$ cat config.mk
export PLATFORM = sky130hd
export DESIGN_NAME = nand_8bit
export DESIGN_NICKNAME = d
export VERILOG_FILES = /design/src/rtl/nand_8bit.sv
export SDC_FILE = /design/constraint.sdc
export NUM_CORES = 1
export LEC_CHECK = 0
export ABC_AREA = 1
export CAP_MARGIN = 20
export CORE_MARGIN = 1
export CORE_UTILIZATION = 28
export DETAILED_ROUTE_END_ITERATION = 10
export PLACE_DENSITY = 0.75
export SYNTH_ARGS = -nofsm -noshare
export SYNTH_HDL_FRONTEND = slang
export SYNTH_SLANG_ARGS = --single-unit
$ cat constraint.sdc
create_clock -name clk -period 0.8 [get_ports clk]
set_clock_uncertainty 0.05 [all_clocks]
set_input_delay 0.24 -clock clk [delete_from_list [all_inputs] [get_ports clk]]
set_output_delay 0.24 -clock clk [all_outputs]
set_load 0.03 [all_outputs]
$ cat src/rtl/nand_8bit.sv
// Bitwise NAND of two operands: combinational result plus an
// enable-loaded registered copy and an all-zero flag.
//
// Ports:
//   out        - combinational ~(a & b), live at all times
//   a, b       - operands
//   clk        - clock, rising edge
//   rst        - synchronous active-high reset, priority over en
//   en         - load enable for out_q / all_zero_q
//   out_q      - registered NAND result (reset value all ones)
//   all_zero_q - registered flag, 1 when the loaded result is zero
module nand_8bit #(
  parameter int WIDTH = 8
) (
  output logic [WIDTH-1:0] out,
  input  logic [WIDTH-1:0] a,
  input  logic [WIDTH-1:0] b,
  input  logic             clk,
  input  logic             rst,
  input  logic             en,
  output logic [WIDTH-1:0] out_q,
  output logic             all_zero_q
);

  assign out = ~(a & b);

  // Reset value is the NAND of all-zero operands.
  always_ff @(posedge clk) begin
    if (rst) begin
      out_q      <= '1;
      all_zero_q <= 1'b0;
    end else if (en) begin
      out_q      <= out;
      all_zero_q <= (out == '0);
    end
  end

endmodule

==> out/qor.txt, run 1 <==
=====================================================================================
Result of the run ...................................................... finished, violations left
Failing checks ......................................................... negative setup slack
Wire length of the first global-routing pass ...........................      2.02 mm
Mapped Area ............................................................     390 um^2
Total buffers and inverters traversed by the critical path .............            1
Layout net count .......................................................          124
CP Cell Sequence .......................................................        buf_6
Commonest non-fill, non-tap cell in the layout .........................        buf_6
Count of routing violations after the opening detailed-route iteration .            5
Minimum clock period after layout ......................................      1.03 ns
Worst vdd ir ...........................................................       966 uV
Leak ...................................................................     0.492 nW
Hold Crit Class ........................................................    in -> reg
Clock latency reported for the late side of the worst-skew pair ........      0.26 ns
Syn Inst Count .........................................................           52
Total via count in the routed design ...................................          518
Grt ovf ................................................................            0
H-tree lvl count .......................................................            1
Die Span Y .............................................................      39.3 um
Data required time at the worst endpoint ...............................      0.51 ns
Unrepaired setup endpoints after global routing ........................          yes
Ant diodes .............................................................            0
IO buf count ...........................................................           35
Synth-to-Final Area Change .............................................         153%
Family of cells with the greatest summed delay on the critical path ....   flip-flops
WL/cell ................................................................      10.8 um
Wire length reported by the detailed router ............................      1.28 mm
Measured slew at the worst slew-check pin ..............................     0.188 ns
Via count of the first global-routing pass .............................          494
Vias per Instance ......................................................         4.35
Share of layout cells above drive strength 1 ...........................        71.2%
Fin worst setup slack ..................................................    -0.233 ns
Initial Utilization ....................................................        30.0%
Global routing usage summed across all routing layers ..................        20.7%
Largest stage delay on the critical path ...............................      0.35 ns
Commonest cells after routing, fill and taps aside ..................... buf_6, buf_4, nand2_1, dfxtp_2, nand2_4
Flip-flop and latch count after synthesis ..............................            9
Total iterations of the first detailed-routing run .....................            2
Core area .............................................................. 0.00130 mm^2
Total negative slack for setup checks ..................................     -2.03 ns
Number of hold violations in the final report ..........................            0
Setup crit start kind ..................................................    flip-flop
Number of nets with antenna violations after routing ...................            0
Maximum fanout along the worst path ....................................            2
Largest net degree at the start of global routing ......................           12
CTS hold repair buffers ................................................            0
Max-capacitance violation count ........................................            0
Placement-stage worst setup slack ......................................    -0.590 ns
CP endpoint kind .......................................................   output pin
Sum of internal, switching and leakage power ...........................      1.32 mW
Number of clock sinks ..................................................            9
Max clock buf depth ....................................................            2
Final number of setup-violating endpoints ..............................           17
CP arrival .............................................................      0.74 ns
Filler cells ...........................................................           94
Estimated wirelength of the detail-placed design .......................       851 um
Number of rows created at floorplan ....................................           13
Highest clock rate .....................................................      968 MHz
Crit Path Category .....................................................   reg -> out
Utilization of the core after routing ..................................        76.0%
Remaining routing DRC violations .......................................            0
Root buffer selected by CTS ............................................     clkbuf_4
Number of antenna violations at the first check in global routing ......            0
Final period util ......................................................         129%
CTS clk-pin slew, worst paths ..........................................      0.06 ns
Final RePlAce weighted congestion ......................................        0.679
Fin. max-slew vios .....................................................            0
Synthesized net count ..................................................           71
Fraction of the yosys area taken by sequential cells ...................        46.2%
Die outline area ....................................................... 0.00155 mm^2
Die extent in x ........................................................      39.3 um
I/O pin count ..........................................................           36
Worst slew margin ......................................................        87.5%
CTS tree ...............................................................         done
Count of cell types in the netlist .....................................           15
Standard cell with the maximum stage delay on the critical path ........      dfxtp_2
Syn. warnings ..........................................................            0
CTS Buf Count ..........................................................            3
PD cells ............................................................... 1330 mW/mm^2
Average instance area after synthesis ..................................    7.51 um^2
=====================================================================================
final cells by class:
type / instances / area (um^2) / area share [%]
clock buffer: 4 / 26.3 / 2.66
timing repair buffer: 49 / 494 / 50.0
multi-input combinational: 37 / 236 / 23.9
inverter: 5 / 21.3 / 2.15
tap: 15 / 18.8 / 1.90
sequential: 9 / 191 / 19.4
cell usage after synthesis:
cell type / number / area [um^2]
nand2_4: 1 / 11.3
nand2_2: 1 / 6.26
inv_1: 3 / 11.3
inv_2: 2 / 7.51
nand3_1: 4 / 20.0
a21oi_2: 1 / 8.76
a21oi_1: 3 / 15.0
nor2_1: 2 / 7.51
nor3_2: 1 / 10.0
buf_6: 1 / 11.3
nand2_1: 19 / 71.3
dfxtp_1: 9 / 180
nand3_2: 1 / 10.0
o21ai_1: 3 / 15.0
o21ai_0: 1 / 5.00
cells by family after synthesis:
family,synth area share (%)
AND/OR/NAND/NOR,34.9
buffers and inverters,7.69
flip-flops,46.2
AO/OA/AOI/OAI,11.2
repair_timing:
action | CTS | global route
resized for setup | 110 | 5
setup endpoints to repair | 26 | 22
setup buffers | 5 | 1
pin swaps | 7 | 3
worst paths after layout:
kind         startpoint  cells after the start        to  slack [ns]
max            out_q[7]                      1  out_q[7]       -0.23
min                b[2]                      4  out_q[2]        0.22
max reg2reg    out_q[6]                      2  out_q[6]        0.12
min reg2reg    out_q[0]                      2  out_q[0]        0.43
per-stage QoR:
stage	hold slack [ns]	cell area [um^2]	std cells
after floorplan	0.245	443	52
after global placement	0.410	818	109
after detailed placement	0.407	818	109
after CTS	0.199	976	118
after global routing	0.210	988	119
final	0.222	988	119
metal layers:
metal	share of wire, %	GRT usage [%]	vias to the layer above	wire [um]
met3	7.6	10.2	4	97
li1	-	-	269	-
met1	39	22.1	225	505
met4	1.5	7.76	0	19
met2	51	34.6	20	660
met5	0	0	-	0
state kept, by name, indices dropped and copies added (netlist names):
name        count
all_zero_q      1
out_q           8
report_power, final:
part	switching, mW	leakage, nW	internal, mW	total, mW
registers	0.0176	0.0723	0.478	0.496
logic	0.216	0.405	0.245	0.461
clock network	0.168	0.0150	0.193	0.360
Power figures use the tool's default switching activity.
==> inputs of run 2 (changes only) <==
--- a/config.mk
+++ b/config.mk
@@ -6,6 +6,7 @@
 export NUM_CORES = 1
 export LEC_CHECK = 0
 export ABC_AREA = 1
+export ABC_CLOCK_PERIOD_IN_PS = 800
 export CAP_MARGIN = 20
 export CORE_MARGIN = 1
 export CORE_UTILIZATION = 28
==> results of run 2 <==
The final DEF is identical to that of run 1; final timing and power are the same.
==> inputs of run 3 (changes only) <==
--- a/config.mk
+++ b/config.mk
@@ -8,7 +8,7 @@
 export ABC_AREA = 1
 export ABC_CLOCK_PERIOD_IN_PS = 800
 export CAP_MARGIN = 20
-export CORE_MARGIN = 1
+export CORE_MARGIN = 4
 export CORE_UTILIZATION = 28
 export DETAILED_ROUTE_END_ITERATION = 10
 export PLACE_DENSITY = 0.75
==> constraint.sdc (replaced) <==
create_clock -name clk -period 0.8 [get_ports clk]
set_clock_uncertainty 0.05 [all_clocks]
set_input_delay 0.24 -clock clk [delete_from_list [all_inputs] [get_ports clk]]
set_output_delay 0.24 -clock clk [all_outputs]
set_load 0.005 [all_outputs]
==> run 3 against run 2 <==
Effect of this change: the flow still finishes with violations (negative setup slack); routed wire length is 1.6% lower; setup slack improved by 0.040 ns; cell count increased by 1.7%; fmax is 4.1% higher; combinational power shrank 32%; flip-flop and latch count stayed put; total power fell by 12%; highest routed layer unchanged; core utilization down 7.2 points.
==> out/qor.txt, run 3 (synthesis results as in run 1) <==
=====================================================================================
Crit Path Category .....................................................   reg -> out
Hold Path Stages .......................................................            5   +1
Max-capacitance violation count ........................................            0   unchanged
CTS clk-pin slew, worst paths ..........................................      0.06 ns   about the same
Filler cells ...........................................................          105   +12%
Layout net count .......................................................          126   +1.6%
CP arrival .............................................................      0.70 ns   -0.04 ns
Setup crit start kind ..................................................    flip-flop
Via count of the first global-routing pass .............................          459   -7.1%
Vias per Instance ......................................................         4.37   +0.44%
CTS Buf Count ..........................................................            3   unchanged
Total iterations of the first detailed-routing run .....................            4   +2
Number of cells on the critical path ...................................            1   unchanged
Placement-stage worst setup slack ......................................    -0.760 ns   -0.170 ns
Minimum clock period after layout ......................................     0.993 ns   -0.0404 ns
Worst vdd ir ...........................................................      1250 uV   +29%
Number of clock sinks ..................................................            9   unchanged
Count of routing violations after the opening detailed-route iteration .            1   -4
Result of the run ...................................................... finished, violations left
Remaining routing DRC violations .......................................            0   unchanged
Largest stage delay on the critical path ...............................      0.32 ns   -0.03 ns
FF-to-FF setup slack ...................................................      0.05 ns   -0.07 ns
Final number of setup-violating endpoints ..............................            9   -8
Core area .............................................................. 0.00130 mm^2   unchanged
Worst slew margin ......................................................        87.9%   +0.44 points
DP Area ................................................................     863 um^2   +5.5%
Clock latency reported for the late side of the worst-skew pair ........      0.27 ns   about the same
Number of antenna violations at the first check in global routing ......            0   unchanged
Largest registers ...................................................... out_q x8, all_zero_q x1
Final period util ......................................................         124%   -5.1 points
Estimated wirelength of the detail-placed design .......................      1.05 mm   +23%
Die Span Y .............................................................      45.3 um   +15%
Total buffers and inverters traversed by the critical path .............            1   unchanged
Max clock buf depth ....................................................            2   unchanged
CP endpoint kind .......................................................   output pin
CTS tree ...............................................................         done
Family of cells with the greatest summed delay on the critical path ....   flip-flops
Wire length of the first global-routing pass ...........................      2.00 mm   -0.99%
Largest net degree at the start of global routing ......................           12   unchanged
Final RePlAce weighted congestion ......................................        0.677   -0.24%
Standard cell with the maximum stage delay on the critical path ........      dfxtp_2
Total via count in the routed design ...................................          529   +2.1%
Number of nets with antenna violations after routing ...................            0   unchanged
Ant diodes .............................................................            0   unchanged
CP Cell Sequence .......................................................        buf_2
IO buf count ...........................................................           35   unchanged
Commonest non-fill, non-tap cell in the layout .........................        buf_6
Wire length reported by the detailed router ............................      1.26 mm   -1.6%
WL/cell ................................................................      10.4 um   -3.2%
Failing checks ......................................................... negative setup slack
Reg2Reg Depth ..........................................................            3   +1
Maximum fanout along the worst path ....................................            2   unchanged
PD cells ............................................................... 1300 mW/mm^2   -2.6%
Hold Crit Class ........................................................    in -> reg
H-tree lvl count .......................................................            1   unchanged
Unrepaired setup endpoints after global routing ........................          yes
Root buffer selected by CTS ............................................     clkbuf_4
Global routing usage summed across all routing layers ..................        14.7%   -6.0 points
Grt ovf ................................................................            0   unchanged
Highest clock rate .....................................................     1010 MHz   +4.1%
Measured slew at the worst slew-check pin ..............................     0.182 ns   -0.00655 ns
Fin. max-slew vios .....................................................            0   unchanged
Number of rows created at floorplan ....................................           13   unchanged
Fin worst setup slack ..................................................    -0.193 ns   +0.0404 ns
Data required time at the worst endpoint ...............................      0.51 ns   about the same
Synth-to-Final Area Change .............................................         129%
Die extent in x ........................................................      45.3 um   +15%
I/O pin count ..........................................................           36   unchanged
Finished layout cell area ..............................................     895 um^2   -9.5%
Commonest cells after routing, fill and taps aside ..................... buf_6, nand2_1, buf_2, buf_4, dfxtp_2
Max reg flops ..........................................................            8   unchanged
Initial Utilization ....................................................        30.0%   unchanged
Die outline area ....................................................... 0.00206 mm^2   +33%
Number of hold violations in the final report ..........................            0   unchanged
Leak ...................................................................     0.451 nW   -8.5%
Share of layout cells above drive strength 1 ...........................        72.6%   +1.5 points
Largest register by flop count .........................................        out_q
=====================================================================================
-- run 3: changes by cell type in the layout (fill, tap and decap cells not counted), moves of 2 or more --
cell	previous run	this run
nand2_4	6	2
inv_1	3	1
buf_2	0	14
inv_2	1	4
nand2_2	1	5
buf_6	32	20
-- run 3: cell type report --
class / count / area (um^2) / share of cell area [%]
Timing Repair Buffer: 51 / 433 / 48.4
Clock buffer: 3 / 22.5 / 2.52
Clock inverter: 1 / 5.00 / 0.559
Multi-Input combinational cell: 37 / 205 / 22.9
Tap cell: 15 / 18.8 / 2.10
Sequential cell: 9 / 191 / 21.4
Inverter: 5 / 18.8 / 2.10
-- run 3: routing by layer --
layer,share of wire [%],vias up,track usage [%]
met5,0,-,0
met4,3.6,0,14.0
met3,8.2,4,6.77
met2,53,17,22.9
met1,35,233,14.0
li1,-,275,-
-- run 3: path summary, 6_finish.rpt --
path                  from  endpoint
setup / recovery  out_q[6]  out_q[6]
hold / removal        b[1]  out_q[1]
setup reg to reg  out_q[0]  out_q[0]
hold reg to reg   out_q[5]  out_q[5]
-- run 3: per-stage QoR --
stage | utilization (%) | hold WS, ns | std cells | TNS, ns | power (mW)
floorplan | - | 0.252 | 52 | 0 | 0.568
global placement | 66.3 | 0.402 | 116 | -12.39 | 0.809
detailed placement | 66.3 | 0.410 | 116 | -12.67 | 0.814
CTS | 60.6 | 0.278 | 120 | -1.88 | 1.13
global route | 68.8 | 0.288 | 121 | -2.04 | 1.24
finish | 68.8 | 0.293 | 121 | -1.69 | 1.16
-- run 3: repair_timing --
item,CTS,global route
endpoints found under the setup margin,26,17
hold buffers,0,0
resized for setup,144,20
pin swaps,7,11
cloned,0,0
setup buffers,0,1
-- run 3: power by group --
| group | internal (mW) | switching (mW) |
|---|---|---|
| sequential | 0.478 | 0.0128 |
| clock | 0.185 | 0.172 |
| combinational | 0.200 | 0.114 |
| total | 0.862 | 0.299 |
